===== src/rtl/a2d_spi_intf_if.sv =====
// a2d_spi_intf_if: bundles the conversion handshake with the A2D SPI pins.
//   strt_cnv, chnnl : conversion request from the motion controller
//   cnv_cmplt, res  : completion flag and 12-bit result back to the controller
//   SS_n, SCLK, MOSI: SPI outputs to the A2D; MISO: SPI data from the A2D
// Modport slave is the converter's view; master is the controller/A2D side.
interface a2d_spi_intf_if;
  logic        strt_cnv;
  logic [2:0]  chnnl;
  logic        cnv_cmplt;
  logic [11:0] res;
  logic        SS_n;
  logic        SCLK;
  logic        MOSI;
  logic        MISO;

  modport slave (
    input  strt_cnv, chnnl, MISO,
    output cnv_cmplt, res, SS_n, SCLK, MOSI
  );

  modport master (
    output strt_cnv, chnnl, MISO,
    input  cnv_cmplt, res, SS_n, SCLK, MOSI
  );
endinterface


===== src/rtl/a2d_spi_intf.sv =====
// a2d_spi_intf: SPI mode-3 master for an 8-channel 12-bit A2D.
// Each request runs two 16-bit frames separated by GAP_CLKS clks of SS_n
// high; frame 1 sends the channel command, frame 2 resends it and shifts
// back the result.
//   clk, rst_n : system clock, asynchronous active-low reset
//   bus        : a2d_spi_intf_if.slave
//                strt_cnv/chnnl in, cnv_cmplt/res out,
//                SS_n/SCLK/MOSI out (registered), MISO in
// SCLK is clk/32 taken from bit 4 of a 5-bit divider; the divider is
// preloaded with 23 so the first SCLK fall lands 9 clks after SS_n falls.
module a2d_spi_intf #(
  parameter int unsigned GAP_CLKS = 32
) (
  input  logic          clk,
  input  logic          rst_n,
  a2d_spi_intf_if.slave bus
);

  typedef enum logic [1:0] {IDLE, FRAME1, GAP, FRAME2} state_t;

  localparam logic [7:0] GAP_LAST = 8'(GAP_CLKS - 1);

  state_t      state, state_nxt;
  logic [15:0] shft, shft_nxt;
  logic [15:0] shft_in;
  logic [2:0]  chnl_q, chnl_nxt;
  logic [4:0]  cnt, cnt_nxt;
  logic [4:0]  rise_cnt, rise_cnt_nxt;
  logic [7:0]  gap_cnt, gap_cnt_nxt;
  logic        skip_fall, skip_fall_nxt;
  logic        miso_smp, miso_smp_nxt;
  logic        ss_n, ss_n_nxt;
  logic        sclk, sclk_nxt;
  logic        mosi, mosi_nxt;
  logic        cmplt, cmplt_nxt;
  logic [11:0] res_q, res_nxt;

  always_ff @(posedge clk or negedge rst_n) begin
    if (!rst_n) begin
      state     <= IDLE;
      shft      <= '0;
      chnl_q    <= '0;
      cnt       <= '0;
      rise_cnt  <= '0;
      gap_cnt   <= '0;
      skip_fall <= 1'b0;
      miso_smp  <= 1'b0;
      ss_n      <= 1'b1;
      sclk      <= 1'b1;
      mosi      <= 1'b0;
      cmplt     <= 1'b0;
      res_q     <= '0;
    end else begin
      state     <= state_nxt;
      shft      <= shft_nxt;
      chnl_q    <= chnl_nxt;
      cnt       <= cnt_nxt;
      rise_cnt  <= rise_cnt_nxt;
      gap_cnt   <= gap_cnt_nxt;
      skip_fall <= skip_fall_nxt;
      miso_smp  <= miso_smp_nxt;
      ss_n      <= ss_n_nxt;
      sclk      <= sclk_nxt;
      mosi      <= mosi_nxt;
      cmplt     <= cmplt_nxt;
      res_q     <= res_nxt;
    end
  end

  always_comb begin
    state_nxt     = state;
    shft_nxt      = shft;
    chnl_nxt      = chnl_q;
    cnt_nxt       = cnt;
    rise_cnt_nxt  = rise_cnt;
    gap_cnt_nxt   = gap_cnt;
    skip_fall_nxt = skip_fall;
    miso_smp_nxt  = miso_smp;
    ss_n_nxt      = ss_n;
    sclk_nxt      = sclk;
    cmplt_nxt     = cmplt;
    res_nxt       = res_q;
    shft_in       = {shft[14:0], miso_smp};

    case (state)
      IDLE: begin
        if (bus.strt_cnv) begin
          chnl_nxt      = bus.chnnl;
          shft_nxt      = {2'b00, bus.chnnl, 11'h000};
          cmplt_nxt     = 1'b0;
          ss_n_nxt      = 1'b0;
          cnt_nxt       = 5'd23;
          rise_cnt_nxt  = '0;
          skip_fall_nxt = 1'b1;
          sclk_nxt      = 1'b1;
          state_nxt     = FRAME1;
        end
      end

      FRAME1, FRAME2: begin
        cnt_nxt  = cnt + 5'd1;
        sclk_nxt = cnt_nxt[4];
        // Rising SCLK: capture the A2D bit.
        if (cnt == 5'd15) begin
          miso_smp_nxt = bus.MISO;
          rise_cnt_nxt = rise_cnt + 5'd1;
        end
        // Falling SCLK: advance the shifter, except on the frame's first fall.
        if (cnt == 5'd31) begin
          if (skip_fall) skip_fall_nxt = 1'b0;
          else           shft_nxt      = shft_in;
        end
        // The 16th shift is taken one clk ahead of the would-be 17th fall:
        // SCLK is already high and the last sample is in, and closing here
        // keeps SS_n low for exactly 520 clks.
        if (rise_cnt == 5'd16 && cnt == 5'd30) begin
          shft_nxt = shft_in;
          ss_n_nxt = 1'b1;
          sclk_nxt = 1'b1;
          cnt_nxt  = '0;
          if (state == FRAME1) begin
            gap_cnt_nxt = '0;
            state_nxt   = GAP;
          end else begin
            res_nxt   = shft_in[11:0];
            cmplt_nxt = 1'b1;
            state_nxt = IDLE;
          end
        end
      end

      GAP: begin
        if (gap_cnt == GAP_LAST) begin
          shft_nxt      = {2'b00, chnl_q, 11'h000};
          ss_n_nxt      = 1'b0;
          cnt_nxt       = 5'd23;
          rise_cnt_nxt  = '0;
          skip_fall_nxt = 1'b1;
          state_nxt     = FRAME2;
        end else begin
          gap_cnt_nxt = gap_cnt + 8'd1;
        end
      end

      default: state_nxt = IDLE;
    endcase

    mosi_nxt = ss_n_nxt ? 1'b0 : shft_nxt[15];
  end

  assign bus.SS_n      = ss_n;
  assign bus.SCLK      = sclk;
  assign bus.MOSI      = mosi;
  assign bus.cnv_cmplt = cmplt;
  assign bus.res       = res_q;

endmodule


===== src/flat_wrapper.sv =====
// flat-port wrapper written by rule: the top's interface ports become plain ports
module a2d_spi_intf_flat 
#(
  parameter int unsigned GAP_CLKS = 32
)
  (clk, rst_n, bus_strt_cnv, bus_chnnl, bus_MISO, bus_cnv_cmplt, bus_res, bus_SS_n, bus_SCLK, bus_MOSI);
  a2d_spi_intf_if bus_i ();
  input  logic clk;
  input  logic rst_n;
  input wire logic [$bits(bus_i.strt_cnv)-1:0] bus_strt_cnv;
  input wire logic [$bits(bus_i.chnnl)-1:0] bus_chnnl;
  input wire logic [$bits(bus_i.MISO)-1:0] bus_MISO;
  output wire logic [$bits(bus_i.cnv_cmplt)-1:0] bus_cnv_cmplt;
  output wire logic [$bits(bus_i.res)-1:0] bus_res;
  output wire logic [$bits(bus_i.SS_n)-1:0] bus_SS_n;
  output wire logic [$bits(bus_i.SCLK)-1:0] bus_SCLK;
  output wire logic [$bits(bus_i.MOSI)-1:0] bus_MOSI;
  assign bus_i.strt_cnv = bus_strt_cnv;
  assign bus_i.chnnl = bus_chnnl;
  assign bus_i.MISO = bus_MISO;
  assign bus_cnv_cmplt = bus_i.cnv_cmplt;
  assign bus_res = bus_i.res;
  assign bus_SS_n = bus_i.SS_n;
  assign bus_SCLK = bus_i.SCLK;
  assign bus_MOSI = bus_i.MOSI;
  a2d_spi_intf #(.GAP_CLKS(GAP_CLKS)) u_core (.clk(clk), .rst_n(rst_n), .bus(bus_i));
endmodule

===== config.mk =====
export PLATFORM = sky130hd
export DESIGN_NAME = a2d_spi_intf_flat
export DESIGN_NICKNAME = d
export VERILOG_FILES = /design/src/rtl/a2d_spi_intf_if.sv /design/src/rtl/a2d_spi_intf.sv /design/src/flat_wrapper.sv
export SDC_FILE = /design/constraint.sdc
export NUM_CORES = 1
export LEC_CHECK = 0
export CORE_UTILIZATION = 50
export CTS_CLUSTER_DIAMETER = 200
export DETAILED_ROUTE_END_ITERATION = 8
export DONT_BUFFER_PORTS = 1
export GPL_TIMING_DRIVEN = 0
export PLACE_DENSITY_LB_ADDON = 0.3
export SETUP_SLACK_MARGIN = 0.1
export SYNTH_ARGS = -nofsm -noshare
export SYNTH_HDL_FRONTEND = slang
export SYNTH_SLANG_ARGS = --single-unit

===== constraint.sdc =====
create_clock -name clk -period 2.8 [get_ports clk]
set_input_delay 0.56 -clock clk [delete_from_list [all_inputs] [get_ports clk]]
set_output_delay 0.56 -clock clk [all_outputs]
set_load 0.05 [all_outputs]

**Word level (Yosys, flattened, before mapping)**

Index checks and enable logic that the tools add are counted.

- Register bits: 57
- Input bits: 7
- Word-level logic and storage cells: 90

- Add/sub/neg operators: 3
- Eq/ne operators: 18
- Muxes and demuxes: 38
- Bitwise operators: 1
- Reduce and logical (&&, ||, !) cells: 16

Operators with widths:

| kind | number |
|---|---|
| 16-bit 2-to-1 mux | 5 |
| 16-bit case mux with 3 select lines | 1 |
| 5-bit 2-to-1 mux | 6 |
| 5-bit case mux with 3 select lines | 2 |
| 8-bit 2-to-1 mux | 3 |
| 8-bit case mux with 2 select lines | 1 |
| 5-bit equality test, second input constant | 3 |
| 3-bit AND reduction | 4 |
| 4-bit AND reduction | 3 |
| 1-bit 2-to-1 mux | 11 |
| 5-bit by 1-bit adder with 5-bit output, second input constant | 2 |
| 2-bit by 1-bit inequality test with 1-bit output, second input constant | 5 |
| 8-bit by 1-bit adder with 8-bit output, second input constant | 1 |
| 8-bit by 5-bit equality test with 1-bit output, second input constant | 1 |
| 2-bit 2-to-1 mux | 4 |
| 2-bit AND reduction | 4 |
| 2-bit inequality test, second input constant | 3 |
| 1-bit case mux with 3 select lines | 2 |
| 2-bit case mux with 3 select lines | 1 |
| 5-bit by 4-bit equality test with 1-bit output, second input constant | 1 |
| 2-bit equality test, second input constant | 2 |
| 1-bit case mux with 2 select lines | 2 |
| 2-bit nonzero test | 2 |
| 3-bit by 1-bit inequality test with 1-bit output, second input constant | 1 |
| 6 further kinds | 6 |

**Longest topological paths before layout**

Gate-level depths: netlist of run 1.

- Depth after elaboration: 5
- Mapped depth: 8
- Depth with buffers taken out: 7

**Worst setup path before layout of run 1**

Ideal clock, no wire load.

- Path type: register to register
- Start point: reg u_core.state[0]
- End point: reg u_core.shft[1]
- Library setup time: 0.128 ns
- Arrival: 2.030 ns
- Data required time: 2.672 ns
- Setup slack: 0.643 ns
- Cell stages (with the launch flop): 7
- Path buffers: 2
- Clock period less this slack: 2.157 ns
- Cells stage by stage: dfrtp_1 -> ha_1 -> or2_2 -> clkbuf_1 -> a311oi_4 -> buf_6 -> mux2_1

- Cells in the longest elaborated chain, start to end: 4

RTL lines:

| what | RTL line | source |
|---|---|---|
| from (decl) | a2d_spi_intf.sv:23 | `state_t state, state_nxt;` |
| from (signal assigned) | a2d_spi_intf.sv:54 | `state <= state_nxt;` |
| 2-bit equality test or 2-bit by 1-bit equality test with 1-bit output (tied branches) | a2d_spi_intf.sv:85 | `case (state)` |
| 2-bit OR reduction | a2d_spi_intf.sv:85 |  |
| 3-bit inequality test (no line) or 3-bit by 1-bit inequality test with 1-bit output (tied branches) | -- |  |
| 4-bit AND reduction (no line) | -- |  |
| to (signal assigned) | a2d_spi_intf.sv:55 | `shft <= shft_nxt;` |
| to (decl) | a2d_spi_intf.sv:24 | `logic [15:0] shft, shft_nxt;` |

Parallel ways exist; a longest one is shown, timed or not.
A chain may end at the register's enable or synchronous reset.

**Final worst setup path of run 1**

- Start point: reg u_core.state[1]
- End point: reg u_core.shft[5]

Same word-level chain as after synthesis.

==> impl_results.rst, run 1 <==
.. list-table::
   :header-rows: 1

   * - Metric
     - Value
   * - Largest net degree at the start of global routing
     - 56
   * - Type of the setup path with the least slack
     - flip-flop to flip-flop
   * - Sort of element at the end of the critical path
     - flip-flop
   * - Setup repair after global routing missed its margin
     - no
   * - Gr usage total
     - ~22%
   * - Library cells used by synthesis
     - 56
   * - Top-area cell type share of the netlist area
     - between 40% and 50%
   * - Boundary pin count
     - 23
   * - Crit path launch type
     - flip-flop
   * - Buffers from clock root to sink, at most
     - 2
   * - # clock sinks
     - between 50 and 60
   * - Portion of total power attributed to sequential cells
     - between 50 and 60%
   * - Highest Clock Rate
     - 0.4117 GHz
   * - Synthesis-to-finish area growth
     - 10.76%
   * - Effective utilization at floorplan
     - about half
   * - Bufs and invs on worst path
     - 3
   * - Largest delay contributor family on the critical path
     - buffers and inverters
   * - Data required time at the worst endpoint
     - 3.02 ns
   * - Global-route wire length before repair
     - 10.52 mm
   * - Number of enable flip-flop cells after synthesis
     - 0
   * - Port bufs
     - 0
   * - Length in cells of the worst reg-to-reg path
     - 7
   * - Number of synthesized register bits
     - 57
   * - Crit path time final
     - 2.429 ns
   * - Average size of a mapped cell
     - 10.89 µm²
   * - Net Sw Frac
     - between 20 and 25%
   * - Net count, final
     - 312
   * - Skew-Pair Late Insertion Delay
     - around 0.34 ns
   * - Most area-consuming cells after synthesis
     - sky130_fd_sc_hd__dfrtp_1, sky130_fd_sc_hd__mux2_2, sky130_fd_sc_hd__ha_1, sky130_fd_sc_hd__and3_1, sky130_fd_sc_hd__mux2_1
   * - Most frequent cells after synthesis
     - sky130_fd_sc_hd__dfrtp_1, sky130_fd_sc_hd__mux2_2, sky130_fd_sc_hd__inv_1
   * - Max_cap viols
     - 0
   * - IR drop worst, VDD
     - about 0.3 mV
   * - Die Outline Area
     - between 6000 and 7000 µm²
   * - Clock group share of total power
     - between 40% and 50%
   * - Clock transition time at the flip-flop clock pins of the worst setup and hold paths
     - roughly 0.070 ns
   * - Power per unit of standard cell area
     - 487.5 nW/µm²
   * - Detailed Place HPWL
     - 4.194 mm
   * - Share of flip-flops with an asynchronous set or reset
     - 100.0%
   * - Vias/cell
     - just under 6
   * - Filler cell count
     - ~500
   * - Primary flip-flop cell chosen by synthesis mapping
     - sky130_fd_sc_hd__dfrtp_1
   * - Initial DRC count
     - 101
   * - Pre-antenna DRT Iters
     - 5
   * - Post-route DRC
     - 0
   * - Clock tree root driver cell
     - sky130_fd_sc_hd__clkbuf_8
   * - Total negative setup slack
     - 0 ns
   * - Net Count, Synth
     - 300
   * - Portion of the clock cycle consumed by the worst path in the final layout
     - a little under 90%
   * - Mapped Area
     - between 3000 and 4000 µm²
   * - Global-route congestion overflow total
     - 0
   * - Setup slack, reg-to-reg
     - 0.37 ns
   * - RePlAce Congestion
     - 0.8319
   * - Detailed-route wire length
     - ~6.4 mm
   * - R2r startpoint
     - u_core.state[1]
   * - Sw power
     - 0.3552 mW
   * - WP data arrival
     - roughly 2.7 ns
   * - Cell with the largest stage delay on the worst path
     - sky130_fd_sc_hd__a311oi_4
   * - Transition time of the tightest slew-check pin
     - between 0.6 and 0.7 ns
   * - Clock buffers created by TritonCTS
     - 9
   * - Largest fanout on the critical path
     - 10
   * - Vertical extent of the die
     - 80.08 µm
   * - CTS tree
     - built
   * - Count of mapped cells out of synthesis
     - 280
   * - Worst r2r dst
     - u_core.shft[5]
   * - Status
     - completed
   * - Final-report setup violation count
     - 0
   * - Std-Cell Rows
     - 28
   * - Total number of yosys warnings
     - 0
   * - CP peak stage delay
     - ~0.48 ns
   * - Post-route clock skew
     - roughly 0.013 ns
   * - Most common cell in the netlist
     - sky130_fd_sc_hd__dfrtp_1
   * - Cell internal power dissipation
     - roughly 1.3 mW
   * - Core area
     - 5886 µm²
   * - Total via count after detailed routing
     - about 2200
   * - Worst relative slew slack
     - about 55%
   * - Detail-routed net length per standard cell
     - 17.23 µm
   * - Overall die width
     - roughly 80 µm
   * - Hold Violations, Final
     - 0
   * - Total count of max-transition violations in the final report
     - 0
   * - Number of global-route vias before repair
     - around 2200
   * - Pleak
     - 1.581 nW
   * - Sequential-to-total area share from yosys stat
     - 46.88%
   * - Max H-tree Level
     - 3
   * - Cell chain of the critical path
     - inv_1, ha_1, or2_2, clkbuf_1, a311oi_4, buf_6, mux2_1
   * - Initial antenna violation count
     - 0
   * - Fraction of power consumed by combinational cells
     - 1.4%
   * - Ratio of cells with drive above 1 in the final layout
     - between 10% and 20%
   * - Number of nets still failing antenna checks after routing
     - 0
   * - Count of antenna diodes in the layout
     - 0
   * - Min-Delay Path Class
     - input pin to asynchronous set/reset pin
   * - Area leader, netlist
     - sky130_fd_sc_hd__dfrtp_1
   * - Total power consumption of the routed design
     - about 1.6 mW
[metrics by stage]
stage	util [%]	worst slack, ns	cell area, µm²	instances	hold WS, ns
3_3_place_gp	53.38	0.4093	3142	355	0.2652
4_1_cts	57.36	0.3753	3376	372	0.04369
5_1_grt	57.36	0.2024	3376	372	0.04102
3_5_place_dp	53.38	0.3848	3142	355	0.2654
2_1_floorplan	-	0.6427	3048	280	0.2644
6_report	57.36	0.3709	3376	372	0.05932
[layout make-up]
cell class,instances,area (µm²),area share (%)
buffer,13,60.06,1.779
clock buffer,12,155.1,4.596
clock inverter,4,51.30,1.520
inverter,17,63.81,1.890
multi-input combinational,193,1495,44.29
sequential,57,1429,42.33
tap,75,93.84,2.780
timing repair buffer,1,27.53,0.8154
[sequential cells by signal (all words and copies together), names as in the netlist, 2 cells and up]
signal / flops
u_core.bus.res: 12
u_core.chnl_q: 3
u_core.cnt: 5
u_core.gap_cnt: 8
u_core.rise_cnt: 5
u_core.shft: 16
u_core.state: 2
[metal layers]
metal,GRT usage (%),part of all wire [%]
met5,0,0
met4,10.18,2.0
met3,4.886,3.9
met2,33.08,46
met1,30.74,48
[cell usage in the layout, fill, tap and decap left out, types with 5 or more instances in the layout]
cell type	instances
sky130_fd_sc_hd__a21oi_1	13
sky130_fd_sc_hd__and3_1	13
sky130_fd_sc_hd__clkbuf_1	10
sky130_fd_sc_hd__clkbuf_8	11
sky130_fd_sc_hd__dfrtp_1	55
sky130_fd_sc_hd__ha_1	13
sky130_fd_sc_hd__inv_1	17
sky130_fd_sc_hd__mux2_1	6
sky130_fd_sc_hd__mux2_2	23
sky130_fd_sc_hd__mux2i_1	5
sky130_fd_sc_hd__nand2_1	12
sky130_fd_sc_hd__nand3_1	10
sky130_fd_sc_hd__nor2_1	9
sky130_fd_sc_hd__o211ai_1	5
sky130_fd_sc_hd__o21ai_0	12
sky130_fd_sc_hd__o31ai_1	8
[power by group through the flow]
stage / logic [mW] / clock network, mW / registers, mW
after detailed placement: 0.00384 / 0 / 0.842
after global routing: 0.0269 / 0.854 / 0.825
final: 0.0228 / 0.797 / 0.826
after CTS: 0.0244 / 0.815 / 0.826
after global placement: 0.00377 / 0 / 0.841
after floorplan: 0.00314 / 0 / 0.841
[worst reg2reg max path, delay by kind of cell, from the launching register on]
kind / cells / cell delay (ns)
buffers and inverters: 3 / 0.55
AO/OA/AOI/OAI: 1 / 0.48
flip-flops: 1 / 0.44
multiplexers: 1 / 0.34
AND/OR/NAND/NOR: 1 / 0.28
adder cells (fa/ha/maj): 1 / 0.24
[timing repair]
action | in CTS | in global routing
endpoints found under the hold margin | 55 | 0
gates resized for setup | 0 | 0
setup buffers | 0 | 0
hold buffers | 1 | 0
[worst max-delay path by stage]
stage / start / to / slack [ns] / cells after the start
after CTS: u_core.state[1] / u_core.shft[1] / 0.38 / 7
after global placement: u_core.state[1] / u_core.shft[1] / 0.41 / 7
after detailed placement: u_core.state[1] / u_core.shft[1] / 0.38 / 7
after global routing: u_core.state[1] / u_core.shft[5] / 0.20 / 7
after floorplan: u_core.state[0] / u_core.shft[1] / 0.64 / 6
final: u_core.state[1] / u_core.shft[5] / 0.37 / 7
[cells by family (layout without fill, tap and decap cells)]
logic type | count (synthesis) | in the layout | share of synthesized area [%]
buf+inv | 30 | 47 | 4.064
compound gates | 68 | 68 | 15.89
simple gates | 78 | 78 | 15.48
flops | 57 | 57 | 46.88
fa+ha+maj | 13 | 13 | 5.337
mux | 34 | 34 | 12.36
No activity file was read; power rests on OpenSTA's default activity.
==> inputs of run 2 (changes only) <==
Settings changed: CTS_CLUSTER_SIZE from default to 8.
==> results of run 2 <==
The final DEF is identical to that of run 1; final timing and power are the same.
